==> config.mk <==
export PLATFORM = sky130hd
export DESIGN_NAME = daq_rd_sequencer_flat
export DESIGN_NICKNAME = d
export VERILOG_FILES = /design/src/rtl/daq_rd_sequencer_if.sv /design/src/rtl/daq_rd_sequencer.sv /design/src/flat_wrapper.sv
export SDC_FILE = /design/constraint.sdc
export NUM_CORES = 1
export LEC_CHECK = 0
export CAP_MARGIN = 5
export CORE_ASPECT_RATIO = 0.8
export CORE_UTILIZATION = 42
export DETAILED_ROUTE_END_ITERATION = 10
export GPL_ROUTABILITY_DRIVEN = 0
export HOLD_SLACK_MARGIN = 0.03
export PLACE_DENSITY_LB_ADDON = 0.3
export REMOVE_ABC_BUFFERS = 1
export SLEW_MARGIN = 10
export SYNTH_ARGS = -nofsm -noshare
export SYNTH_HDL_FRONTEND = slang
export SYNTH_SLANG_ARGS = --single-unit
==> constraint.sdc <==
create_clock -name CLK -period 2.65 [get_ports CLK]
set_clock_uncertainty 0.05 [all_clocks]
set_input_delay 0.795 -clock CLK [delete_from_list [all_inputs] [get_ports CLK]]
set_output_delay 0.795 -clock CLK [all_outputs]
set_load 0.02 [all_outputs]
==> src/rtl/daq_rd_sequencer_if.sv <==
// DAQ link event-word stream between the readout sequencer and downstream.
// DV/DRDY handshake; a word moves on a clock edge with DV & DRDY.
interface daq_rd_sequencer_if;
  logic [15:0] DOUT;
  logic        DV;
  logic        DRDY;
  logic        LAST;

  modport master (
    output DOUT,
    output DV,
    output LAST,
    input  DRDY
  );

  modport slave (
    input  DOUT,
    input  DV,
    input  LAST,
    output DRDY
  );
endinterface

==> src/rtl/daq_rd_sequencer.sv <==
// Readout sequencer: header pop, channel drain, framed 16-bit event stream.
// Optional RDSEQ_CHMASK_EN adds CH_MASK to drop channels from the stream.
module daq_rd_sequencer #(
  parameter int unsigned NCH     = 16,
  parameter logic [3:0]  HDR_KEY = 4'hA
) (
  input  logic             CLK,
  input  logic             RST_N,
  input  logic             ENABLE,
  input  logic [6:0]       SAMP_MAX,
  input  logic             RDY,
  input  logic [43:0]      L1A_SMP_OUT,
  input  logic [191:0]     DOUT_16CH,
`ifdef RDSEQ_CHMASK_EN
  input  logic [NCH-1:0]   CH_MASK,
`endif
  output logic             L1A_RD_EN,
  output logic [NCH-1:0]   RD_ENA,
  output logic             BUSY,
  output logic [15:0]      EVT_CNT,
  daq_rd_sequencer_if.master dq
);

  typedef enum logic [2:0] {
    S_IDLE,
    S_HPOP,
    S_HWAIT,
    S_HDR,
    S_DATA,
    S_TRL
  } state_t;

  state_t state_q, state_d;

  logic [6:0]     smax_q;
  logic [NCH-1:0] keep_q;
  logic [NCH-1:0] keep_in;
  logic [43:0]    hdr_q;
  logic [3:0]     ch_q;
  logic [6:0]     smp_q;
  logic [1:0]     hcnt_q;
  logic [11:0]    wcnt_q;
  logic           trl_q;
  logic           inf_q;
  logic [3:0]     inf_ch_q;
  logic           inf_keep_q;
  logic [15:0]    evt_q;

  logic [16:0]    buf_q [2];
  logic           rp_q;
  logic           wp_q;
  logic [1:0]     occ_q;

  logic           dv;
  logic [16:0]    head;
  logic           acc;
  logic [2:0]     used;
  logic           room;
  logic           start;
  logic           pop;
  logic           push;
  logic           push_l;
  logic [15:0]    push_w;
  logic [11:0]    samp;
  logic [15:0]    hdr_w;

`ifdef RDSEQ_CHMASK_EN
  assign keep_in = CH_MASK;
`else
  assign keep_in = '1;
`endif

  assign dv      = occ_q != 2'd0;
  assign head    = buf_q[rp_q];
  assign acc     = dv & dq.DRDY;
  assign dq.DV   = dv;
  assign dq.DOUT = dv ? head[15:0] : 16'h0;
  assign dq.LAST = dv & head[16];
  assign BUSY    = state_q != S_IDLE;
  assign EVT_CNT = evt_q;
  assign start   = (state_q == S_IDLE) & ENABLE & RDY;

  // Credit check: the word from a pop issued now lands two edges later,
  // so count what stays in the buffer after this cycle's accept.
  assign used = {1'b0, occ_q} + {2'b0, inf_q};
  assign room = used < (3'd2 + {2'b0, acc});

  assign samp = DOUT_16CH[inf_ch_q*12 +: 12];

  // Header word selected by the header push counter
  always_comb begin
    hdr_w = 16'h0;
    unique case (hcnt_q)
      2'd0: hdr_w = {HDR_KEY, hdr_q[23:12]};
      2'd1: hdr_w = {HDR_KEY, hdr_q[11:0]};
      2'd2: hdr_w = {4'hB, hdr_q[35:24]};
      2'd3: hdr_w = {4'hC, hdr_q[43:36], 4'h0};
      default: hdr_w = 16'h0;
    endcase
  end

  // Next state, pops and buffer pushes
  always_comb begin
    state_d   = state_q;
    L1A_RD_EN = 1'b0;
    pop       = 1'b0;
    push      = inf_q & inf_keep_q;
    push_w    = {inf_ch_q, samp};
    push_l    = 1'b0;
    unique case (state_q)
      S_IDLE: begin
        if (start) state_d = S_HPOP;
      end
      S_HPOP: begin
        L1A_RD_EN = 1'b1;
        state_d   = S_HWAIT;
      end
      S_HWAIT: begin
        state_d = S_HDR;
      end
      S_HDR: begin
        push   = room;
        push_w = hdr_w;
        if (room && hcnt_q == 2'd3) state_d = S_DATA;
      end
      S_DATA: begin
        pop = room;
        if (room && smp_q == smax_q && ch_q == 4'(NCH-1))
          state_d = S_TRL;
      end
      S_TRL: begin
        if (!inf_q && !trl_q && room) begin
          push   = 1'b1;
          push_w = {4'hE, wcnt_q + 12'd1};
          push_l = 1'b1;
        end
        if (acc && head[16]) state_d = S_IDLE;
      end
      default: state_d = S_IDLE;
    endcase
  end

  assign RD_ENA = pop ? (NCH'(1) << ch_q) : '0;

  // State register
  always_ff @(posedge CLK or negedge RST_N) begin
    if (!RST_N) state_q <= S_IDLE;
    else        state_q <= state_d;
  end

  // Event bookkeeping: config latch, counters, in-flight pop tracking
  always_ff @(posedge CLK or negedge RST_N) begin
    if (!RST_N) begin
      smax_q     <= '0;
      keep_q     <= '0;
      hdr_q      <= '0;
      ch_q       <= '0;
      smp_q      <= '0;
      hcnt_q     <= '0;
      wcnt_q     <= '0;
      trl_q      <= 1'b0;
      inf_q      <= 1'b0;
      inf_ch_q   <= '0;
      inf_keep_q <= 1'b0;
      evt_q      <= '0;
    end else begin
      if (start) begin
        smax_q <= SAMP_MAX;
        keep_q <= keep_in;
        ch_q   <= '0;
        smp_q  <= '0;
        hcnt_q <= '0;
        wcnt_q <= '0;
        trl_q  <= 1'b0;
      end
      if (state_q == S_HWAIT) hdr_q <= L1A_SMP_OUT;
      if (state_q == S_HDR && push) hcnt_q <= hcnt_q + 2'd1;
      if (pop) begin
        if (smp_q == smax_q) begin
          smp_q <= '0;
          ch_q  <= ch_q + 4'd1;
        end else begin
          smp_q <= smp_q + 7'd1;
        end
      end
      inf_q      <= pop;
      inf_ch_q   <= ch_q;
      inf_keep_q <= |(keep_q & RD_ENA);
      if (push) wcnt_q <= wcnt_q + 12'd1;
      if (push_l) trl_q <= 1'b1;
      if (state_q == S_TRL && acc && head[16])
        evt_q <= evt_q + 16'd1;
    end
  end

  // Two-entry output buffer holding {last, word}
  always_ff @(posedge CLK or negedge RST_N) begin
    if (!RST_N) begin
      buf_q[0] <= '0;
      buf_q[1] <= '0;
      rp_q     <= 1'b0;
      wp_q     <= 1'b0;
      occ_q    <= '0;
    end else begin
      if (push) begin
        buf_q[wp_q] <= {push_l, push_w};
        wp_q        <= ~wp_q;
      end
      if (acc) rp_q <= ~rp_q;
      occ_q <= occ_q + {1'b0, push} - {1'b0, acc};
    end
  end

endmodule

==> src/flat_wrapper.sv <==
// flat-port wrapper written by rule: the top's interface ports become plain ports
module daq_rd_sequencer_flat 
#(
  parameter int unsigned NCH     = 16,
  parameter logic [3:0]  HDR_KEY = 4'hA
)
  (CLK, RST_N, ENABLE, SAMP_MAX, RDY, L1A_SMP_OUT, DOUT_16CH, L1A_RD_EN, RD_ENA, BUSY, EVT_CNT, dq_DOUT, dq_DV, dq_LAST, dq_DRDY);
  daq_rd_sequencer_if dq_i ();
  input  logic CLK;
  input  logic RST_N;
  input  logic ENABLE;
  input  logic [6:0] SAMP_MAX;
  input  logic RDY;
  input  logic [43:0] L1A_SMP_OUT;
  input  logic [191:0] DOUT_16CH;
  output logic L1A_RD_EN;
  output logic [NCH-1:0] RD_ENA;
  output logic BUSY;
  output logic [15:0] EVT_CNT;
  output wire logic [$bits(dq_i.DOUT)-1:0] dq_DOUT;
  output wire logic [$bits(dq_i.DV)-1:0] dq_DV;
  output wire logic [$bits(dq_i.LAST)-1:0] dq_LAST;
  input wire logic [$bits(dq_i.DRDY)-1:0] dq_DRDY;
  assign dq_DOUT = dq_i.DOUT;
  assign dq_DV = dq_i.DV;
  assign dq_LAST = dq_i.LAST;
  assign dq_i.DRDY = dq_DRDY;
  daq_rd_sequencer #(.NCH(NCH), .HDR_KEY(HDR_KEY)) u_core (.CLK(CLK), .RST_N(RST_N), .ENABLE(ENABLE), .SAMP_MAX(SAMP_MAX), .RDY(RDY), .L1A_SMP_OUT(L1A_SMP_OUT), .DOUT_16CH(DOUT_16CH), .L1A_RD_EN(L1A_RD_EN), .RD_ENA(RD_ENA), .BUSY(BUSY), .EVT_CNT(EVT_CNT), .dq(dq_i));
endmodule
# Word-level counts from Yosys, hierarchy flattened
# Index checks and enable logic that the tools add are counted.
[word_totals]
regBits = 141
inputBits = 248
word_cells = 114
out_inout_bits = 52
[classes]
n_bitwise = 10
n_shift = 2
eq_ne = 14
muxes = 34
n_lt_le_gt_ge = 4
addsub = 9
mul = 1
n_reduce_logical = 22
[ops]
columns = ["operator", "n"]
rows = [
  ["$shiftx A192 B9 Y12", 1],
  ["$mux W17", 4],
  ["$pmux W16 S4", 1],
  ["$mux W16", 3],
  ["$bwmux W34", 1],
  ["$pmux W16 S2", 1],
  ["$mux W12", 2],
  ["$mux W7", 3],
  ["$pmux W3 S6", 1],
  ["$demux W17 S1", 1],
  ["$add A16 B1 Y16 const B", 1],
  ["$and A16 B16 Y16", 1],
  ["$reduce_or A16 Y1", 1],
  ["$shl A1 B4 Y16 const A", 1],
  ["$add A12 B1 Y12 const B", 1],
  ["$mux W3", 4],
  ["$mux W4", 3],
  ["$logic_and A1 B1 Y1", 10],
  ["$reduce_bool A2 Y1", 5],
  ["$ne A2 B1 Y1 const B", 4],
  ["$add A7 B1 Y7 const B", 1],
  ["$eq A7 B7 Y1", 1],
  ["$mux W1", 7],
  ["$eq A3 B2 Y1 const B", 2],
  ["other kinds (25)", 36],
]

# Depth between registers and ports, before layout
# Gate-level depths: netlist of the first run.
[depth]
depth_word = 9
ltp_mapped = 11
mapped_depth_nobuf = 8

# Least setup slack after synthesis of the first run
# No wires, ideal clock.
[synth_timing]
kind = "in2out"
from = "input dq_DRDY"
to = "output RD_ENA[0]"
path_slack_ns = -0.424
path_buffers = 1
required_time_ns = 1.805
cell_stages = 7
arrival_ns = 2.229
path_cell_list = "o21ai_2 o21ai_2 nand3_1 inv_2 buf_2 nand2_1 nor3_1"
[synth_between]
elab_chain_len = 5
[synth_rtl]
columns = ["element", "line", "text"]
rows = [
  ["start: declaration", "flat_wrapper.sv:23", "input wire logic [$bits(dq_i.DRDY)-1:0] dq_DRDY;"],
  ["$and A1 B1 Y1", "daq_rd_sequencer.sv:75", "assign acc = dv & dq.DRDY;"],
  ["$add A2 B1 Y3", "daq_rd_sequencer.sv:86", "assign room = used < (3'd2 + {2'b0, acc});"],
  ["$lt A3 B3 Y1", "daq_rd_sequencer.sv:86", ""],
  ["$mux W1", "daq_rd_sequencer.sv:110", "unique case (state_q)"],
  ["net u_core.pop", "daq_rd_sequencer.sv:60", "logic pop;"],
  ["$mux W16", "daq_rd_sequencer.sv:143", "assign RD_ENA = pop ? (NCH'(1) << ch_q) : '0;"],
  ["end: declaration", "flat_wrapper.sv:17", "output logic [NCH-1:0] RD_ENA;"],
]
# The timed path passes the listed nets, and every way through them passes these cells.

# Final worst setup path of the first run
[layout_timing]
from = "register u_core.occ_q[0]"
to = "output RD_ENA[11]"
[layout_between]
elab_chain_len = 6
word_cells_on_any_way = 7
classes_between = "add/sub (2); order compare (1); mux (2); bitwise (1); reduce/logical (1)"
[layout_rtl]
columns = ["element", "line", "text"]
rows = [
  ["start: declaration", "daq_rd_sequencer.sv:52", "logic [1:0] occ_q;"],
  ["start signal: assignment", "daq_rd_sequencer.sv:210", "occ_q <= occ_q + {1'b0, push} - {1'b0, acc};"],
  ["$reduce_bool A2 Y1", "daq_rd_sequencer.sv:73", "assign dv = occ_q != 2'd0;"],
  ["$and A1 B1 Y1", "daq_rd_sequencer.sv:75", ""],
  ["$add A2 B1 Y3", "daq_rd_sequencer.sv:86", ""],
  ["$lt A3 B3 Y1 *", "daq_rd_sequencer.sv:86", ""],
  ["$mux W1 *", "daq_rd_sequencer.sv:110", ""],
  ["$mux W16 *", "daq_rd_sequencer.sv:143", ""],
]
# Mark *: on every way between the ends. The rest lies on a longest branch, timed or not.

==> run metrics, run 1 <==
final wirelength=25800 µm; crit-path max cell delay=0.40 ns; # setup viols final=16; Worst Slack Setup Final=-0.166 ns; CTS tree=done; ys flop type=dfrtp_1; filler cell count=1571; most common cell after layout, fill and taps aside=clkdlybuf4s50_1; critical path required time=1.81 ns; final hold viol count=0; failing checks=negative setup slack; hold_buf cts=0; critical path cell sequence=ha_2, ha_4, o21ai_4, nand3_4, inv_8, buf_6, and3_4, buf_6; EDFF count, synth=0; detailed placement HPWL=19600 µm; Post-synth ARST share=100%; Synth Warn #=0; total track usage=24.8%; Clock Sinks=141; minimum clock period=2.82 ns; final core occ=65.1%; Achievable Freq=0.355 GHz; area of the mapped netlist=between 0.008 and 0.009 mm²; initial core utilization=43.2%; most frequent cells in the layout=clkdlybuf4s50_1 (261), dfrtp_1 (139), nand2_1 (80); # Max-Cap Violations=0; Worst EP arrival=1.97 ns; VDD IR-drop max=between 600 and 700 µV; Syn Inst Count=777; I/O Buffers=299; Max Slew Vio Count=0; global-route wire length before repair=approximately 41000 µm; Max clock buf depth=2; Synth cell types=72; CP most frequent cell=buf_6; initial antenna violation count=0; largest net degree at the start of global routing=57; worst slack at placement=-0.865 ns; Max Fanout on Critical Path=5; number of global-route vias before repair=7640; Final nets=around 1400; Num CTS Buffers=17; HP Class=in -> async; Syn Area/Cell=~11 µm²; Seq/Total Area, Yosys=40.9%; die width=162 µm; RSZ-0062 raised after global routing=true; final critical-path share of the clock period=106%; CTS H-tree lvls=4; clock slew at reported path FFs=0.06 ns; Worst path slowest cell=dfrtp_1; area of the die=0.0211 mm²; Clock Latency Late Sink=0.42 ns; IO Count=300; Pwr Density=922 mW/mm²; post-route ant nets=0; #FFs+latches synth=141; status=complete, but fails checks; Die Y=around 130 µm; drt first pass iters=5; core area=approximately 0.020 mm²; critical path endpoint category=output pin; WL/cell=18.7 µm; Static Leak=around 5.4 nW; Worst slew margin=46.7%; Root Driver=clkbuf_16; crit start category=flip-flop; global route overflow=0; worst-margin pin slew=between 0.7 and 0.8 ns; share of layout cells above drive strength 1=21.5%; n_diodes=0; row count=46; Post-route DRC=0; via count=around 7600; via density per instance=approximately 5.5; First DRT Iteration DRCs=between 600 and 700; Crit Path Category=reg -> out; Layout area overhead=50.6%
-- critical path: cells and delay by family, from the launching register on --
family / cells / cell delay (ns)
fa+ha+maj: 2 / 0.49
buf+inv: 3 / 0.29
simple gates: 2 / 0.30
compound gates: 1 / 0.07
flops: 1 / 0.40
-- where the power goes --
part	switching, mW	internal [mW]
sequential	0.524	2.97
combinational	3.09	2.83
clock	0.916	1.65
total	4.53	7.45
-- cell families (layout without fill, tap and decap cells) --
| kind of cell | after synthesis | in the layout | share of synthesized area (%) |
|---|---|---|---|
| xor gates and xnor gates | 36 | 36 | 3.65 |
| and+or+nand+nor | 210 | 210 | 12.2 |
| adders and majority gates | 18 | 18 | 2.61 |
| buffers and inverters | 71 | 409 | 3.64 |
| muxes | 135 | 135 | 23.3 |
| AOI/OAI and AO/OA | 166 | 166 | 13.7 |
| DFF | 141 | 141 | 40.9 |
-- layout make-up --
| class | count | area [µm²] | share of cell area [%] |
|---|---|---|---|
| Tap cell | 264 | 330 | 2.54 |
| Clock buffer | 22 | 474 | 3.65 |
| Multi-Input combinational cell | 565 | 4950 | 38.1 |
| Clock inverter | 10 | 160 | 1.23 |
| Sequential cell | 141 | 3530 | 27.2 |
| Timing Repair Buffer | 357 | 3470 | 26.7 |
| Inverter | 20 | 82.6 | 0.635 |
-- cell usage after synthesis (3+ instances only) --
library cell | count | area, µm²
a222oi_1 | 8 | 80.1
a31oi_1 | 24 | 150
nor2b_1 | 3 | 18.8
o21ai_0 | 17 | 85.1
o21bai_1 | 6 | 45.0
xor2_1 | 17 | 149
o211ai_1 | 6 | 45.0
o21ai_1 | 3 | 15.0
mux4_2 | 47 | 1060
dfrtp_1 | 141 | 3530
ha_1 | 18 | 225
buf_2 | 26 | 130
nand4_1 | 5 | 31.3
mux2_1 | 17 | 191
o31ai_1 | 5 | 37.5
mux2_2 | 40 | 450
inv_1 | 18 | 67.6
a211oi_1 | 3 | 22.5
a22o_1 | 8 | 70.1
nor2_1 | 55 | 206
nand3_1 | 10 | 50.1
a21oi_1 | 38 | 190
and2_1 | 3 | 18.8
and3_1 | 8 | 50.1
clkbuf_1 | 20 | 75.1
nor3_1 | 12 | 60.1
a2bb2oi_1 | 4 | 35.0
a221o_1 | 3 | 30.0
nand2_1 | 83 | 312
mux2i_1 | 30 | 300
xnor2_1 | 19 | 166
or3_1 | 4 | 25.0
nor3b_1 | 5 | 37.5
a22oi_1 | 23 | 173
-- through the flow --
step / total power [mW] / setup TNS, ns / hold WS (ns) / std cells / cell area [µm²]
global placement: 9.34 / -12.78 / 0.398 / 1344 / 12200
floorplan: 7.11 / -21.36 / 0.351 / 726 / 8390
finish: 12.0 / -1.83 / 0.253 / 1379 / 13000
global route: 12.7 / -2.73 / 0.283 / 1379 / 13000
detailed placement: 9.50 / -15.19 / 0.404 / 1344 / 12200
CTS: 12.0 / -1.72 / 0.270 / 1378 / 12900
-- final timing paths --
kind                                    endpoint  cells past startpoint        startpoint  slack, ns
worst max-delay path                  RD_ENA[11]                      8   u_core.occ_q[0]      -0.17
worst min-delay path            u_core.smax_q[4]                      1             RST_N       0.25
worst max register to register   u_core.buf_q[2]                      9   u_core.occ_q[0]       0.33
worst min register to register  u_core.keep_q[0]                      1  u_core.keep_q[0]       0.43
max in group asynchronous       u_core.hcnt_q[1]                      2             RST_N       1.47
min in group CLK                u_core.keep_q[0]                      1  u_core.keep_q[0]       0.43
-- flip-flops by register name, indices dropped and copies added, names as in the netlist, 2 cells and up --
register	cells
u_core.EVT_CNT	16
u_core.buf_q	34
u_core.ch_q	4
u_core.hcnt_q	2
u_core.hdr_q	44
u_core.inf_ch_q	4
u_core.occ_q	2
u_core.smax_q	7
u_core.smp_q	7
u_core.state_q	3
u_core.wcnt_q	12
-- layer usage --
| metal | track usage, % | up-vias | part of all wire, % |
|---|---|---|---|
| li1 | - | 3560 | - |
| met1 | 33.4 | 3760 | 44 |
| met2 | 40.6 | 253 | 49 |
| met3 | 4.55 | 38 | 5.6 |
| met4 | 7.88 | 0 | 1.8 |
| met5 | 0 | - | 0 |
-- repair_timing --
item,CTS,global route
setup buffers,2,1
cloned,0,0
pin swaps,12,4
gates resized for setup,136,18
endpoints found under the setup margin,36,34
Power figures use the tool's default switching activity.
==> inputs of run 2 (changes only) <==
--- a/config.mk
+++ b/config.mk
@@ -7,6 +7,7 @@
 export LEC_CHECK = 0
 export CAP_MARGIN = 5
 export CORE_ASPECT_RATIO = 0.8
+export CORE_MARGIN = 3
 export CORE_UTILIZATION = 42
 export DETAILED_ROUTE_END_ITERATION = 10
 export GPL_ROUTABILITY_DRIVEN = 0
==> run metrics, run 2 (synthesized netlist as in run 1, its figures left out) <==
Num CTS Buffers=17 (unchanged); critical path cell sequence=ha_2, ha_4, o21ai_4, nand3_4, inv_8, buf_6, and3_4, buf_6; Post-DP Area=0.0122 mm² (+0.21%); n_diodes=0 (unchanged); Max clock buf depth=2 (unchanged); I/O Buffers=299 (unchanged); Post-route DRC=0 (unchanged); Global Route met2 Usage=39.3% (-1.3 points); Static Leak=5.42 nW (+0.81%); area of the die=0.0223 mm² (+5.6%); most common cell after layout, fill and taps aside=clkdlybuf4s50_1; status=complete, but fails checks; final wirelength=26800 µm (+3.6%); final critical-path share of the clock period=106% (-0.76 points); IO Count=300 (unchanged); Achievable Freq=0.358 GHz (+0.72%); minimum clock period=2.80 ns (-0.0201 ns); CP most frequent cell=buf_6; Layout area overhead=51.1%; RSZ-0062 raised after global routing=true; HP Class=in -> async; die width=166 µm (+2.5%); Setup TNS=-1.59 ns (+0.242 ns); VDD IR-drop max=502 µV (-18%); worst slack at placement=-0.816 ns (+0.0493 ns); Die Y=134 µm (+3.1%); global route overflow=0 (unchanged); share of layout cells above drive strength 1=22.1% (+0.58 points); number of global-route vias before repair=7765 (+1.6%); total track usage=23.8% (-1.1 points); crit-path max cell delay=0.40 ns (about the same); Max Slew Vio Count=0 (unchanged); worst r2r dst=u_core.ch_q[3]; final hold viol count=0 (unchanged); Root Driver=clkbuf_16; r2r setup slk=0.31 ns (-0.02 ns); met3 Usage GRT=4.01% (-0.54 points); Biggest register=u_core.hdr_q; critical path required time=1.81 ns (about the same); max reg flops=44 (unchanged); Crit Path Category=reg -> out; First DRT Iteration DRCs=635 (+5.1%); # Max-Cap Violations=0 (unchanged); worst-margin pin slew=0.809 ns (+0.0133 ns); core area=0.0200 mm² (unchanged); WL/cell=19.3 µm (+3.1%); post-route ant nets=0 (unchanged); failing checks=negative setup slack; Critical Path Start=u_core.inf_q; most frequent cells in the layout=clkdlybuf4s50_1 (261), dfrtp_1 (138), nand2_1 (80); via density per instance=5.47 (-0.91%); Worst EP arrival=1.95 ns (-0.02 ns); Final nets=1376 (+0.58%); Worst Slack Setup Final=-0.146 ns (+0.0201 ns); final core occ=65.3% (+0.19 points); detailed placement HPWL=20600 µm (+4.7%); Final Cell Area=0.0130 mm² (+0.29%); worst reg-to-reg path cell count=8 (-1); CTS tree=done; largest net degree at the start of global routing=48 (-16%); global-route wire length before repair=42400 µm (+4.5%); Pwr Density=928 mW/mm² (+0.72%); met1 GRT Util=33.6% (+0.15 points); Worst path slowest cell=dfrtp_1; drt first pass iters=5 (unchanged); # setup viols final=16 (unchanged); initial core utilization=43.2% (unchanged); busiest grt layer=met2; initial antenna violation count=0 (unchanged); CTS H-tree lvls=4 (unchanged); FF-to-FF Start=u_core.inf_q; critical path endpoint category=output pin; clock slew at reported path FFs=0.06 ns (about the same); via count=7580 (-0.41%); Worst slew margin=45.8% (-0.89 points); row count=46 (unchanged); Clock Latency Late Sink=0.41 ns (about the same); Clock Sinks=141 (unchanged); crit start category=flip-flop; Max Fanout on Critical Path=5 (unchanged)
[run 2: where the power goes]
group / switching (mW) / total [mW] / internal (mW)
clock: 0.913 / 2.63 / 1.72
combinational: 3.08 / 5.96 / 2.88
sequential: 0.533 / 3.50 / 2.97
[run 2: how the worst max path moves through the flow]
stage                  endpoint  slack [ns]  depth (start not counted)
2_1_floorplan  u_core.buf_q[28]       -0.48                          5
3_3_place_gp          RD_ENA[0]       -0.75                          8
3_5_place_dp          RD_ENA[1]       -0.82                          8
4_1_cts              RD_ENA[11]       -0.16                          8
6_report             RD_ENA[11]       -0.15                          8
5_1_grt               RD_ENA[9]       -0.23                          8
[run 2: cell type report]
class	count	area, µm²
fill	1585	6940
tap	264	330
inverter	20	82.6
multi-input combinational	565	4930
clock buffer	21	460
timing repair buffer	365	3510
sequential	141	3530
clock inverter	10	186
[run 2: critical path: cells and delay by family (launching register included)]
| family | cells | cell delay, ns |
|---|---|---|
| AO/OA/AOI/OAI | 1 | 0.07 |
| adder cells (fa/ha/maj) | 2 | 0.46 |
| buffers and inverters | 3 | 0.31 |
| flip-flops | 1 | 0.40 |
| AND/OR/NAND/NOR | 2 | 0.31 |
[run 2: metrics by stage]
stage / total power, mW / cells / hold slack (ns)
after floorplan: 7.11 / 726 / 0.351
after global placement: 9.41 / 1349 / 0.400
after detailed placement: 9.57 / 1349 / 0.409
after CTS: 12.1 / 1384 / 0.279
after global routing: 12.9 / 1386 / 0.289
final: 12.1 / 1386 / 0.273
[run 2: metal layers]
layer  routed length [µm]  share of wire (%)
met1                12000                 45
met5                    0                  0
met3                 1220                4.5
met4                  231               0.86
met2                13300                 50
[run 2: what timing repair did]
item,in CTS,in global routing
endpoints found under the setup margin,36,34
pin swaps,9,3
gates cloned,0,0
hold buffers,0,0
hold endpoints to repair,0,0
resized for setup,135,16
setup buffers,4,2
==> inputs of run 3 (changes only) <==
--- a/config.mk
+++ b/config.mk
@@ -9,6 +9,7 @@
 export CORE_ASPECT_RATIO = 0.8
 export CORE_MARGIN = 3
 export CORE_UTILIZATION = 42
+export CTS_CLUSTER_DIAMETER = 200
 export DETAILED_ROUTE_END_ITERATION = 10
 export GPL_ROUTABILITY_DRIVEN = 0
 export HOLD_SLACK_MARGIN = 0.03
==> results of run 3 <==
Final layout, timing and power as in run 2 (identical DEF).
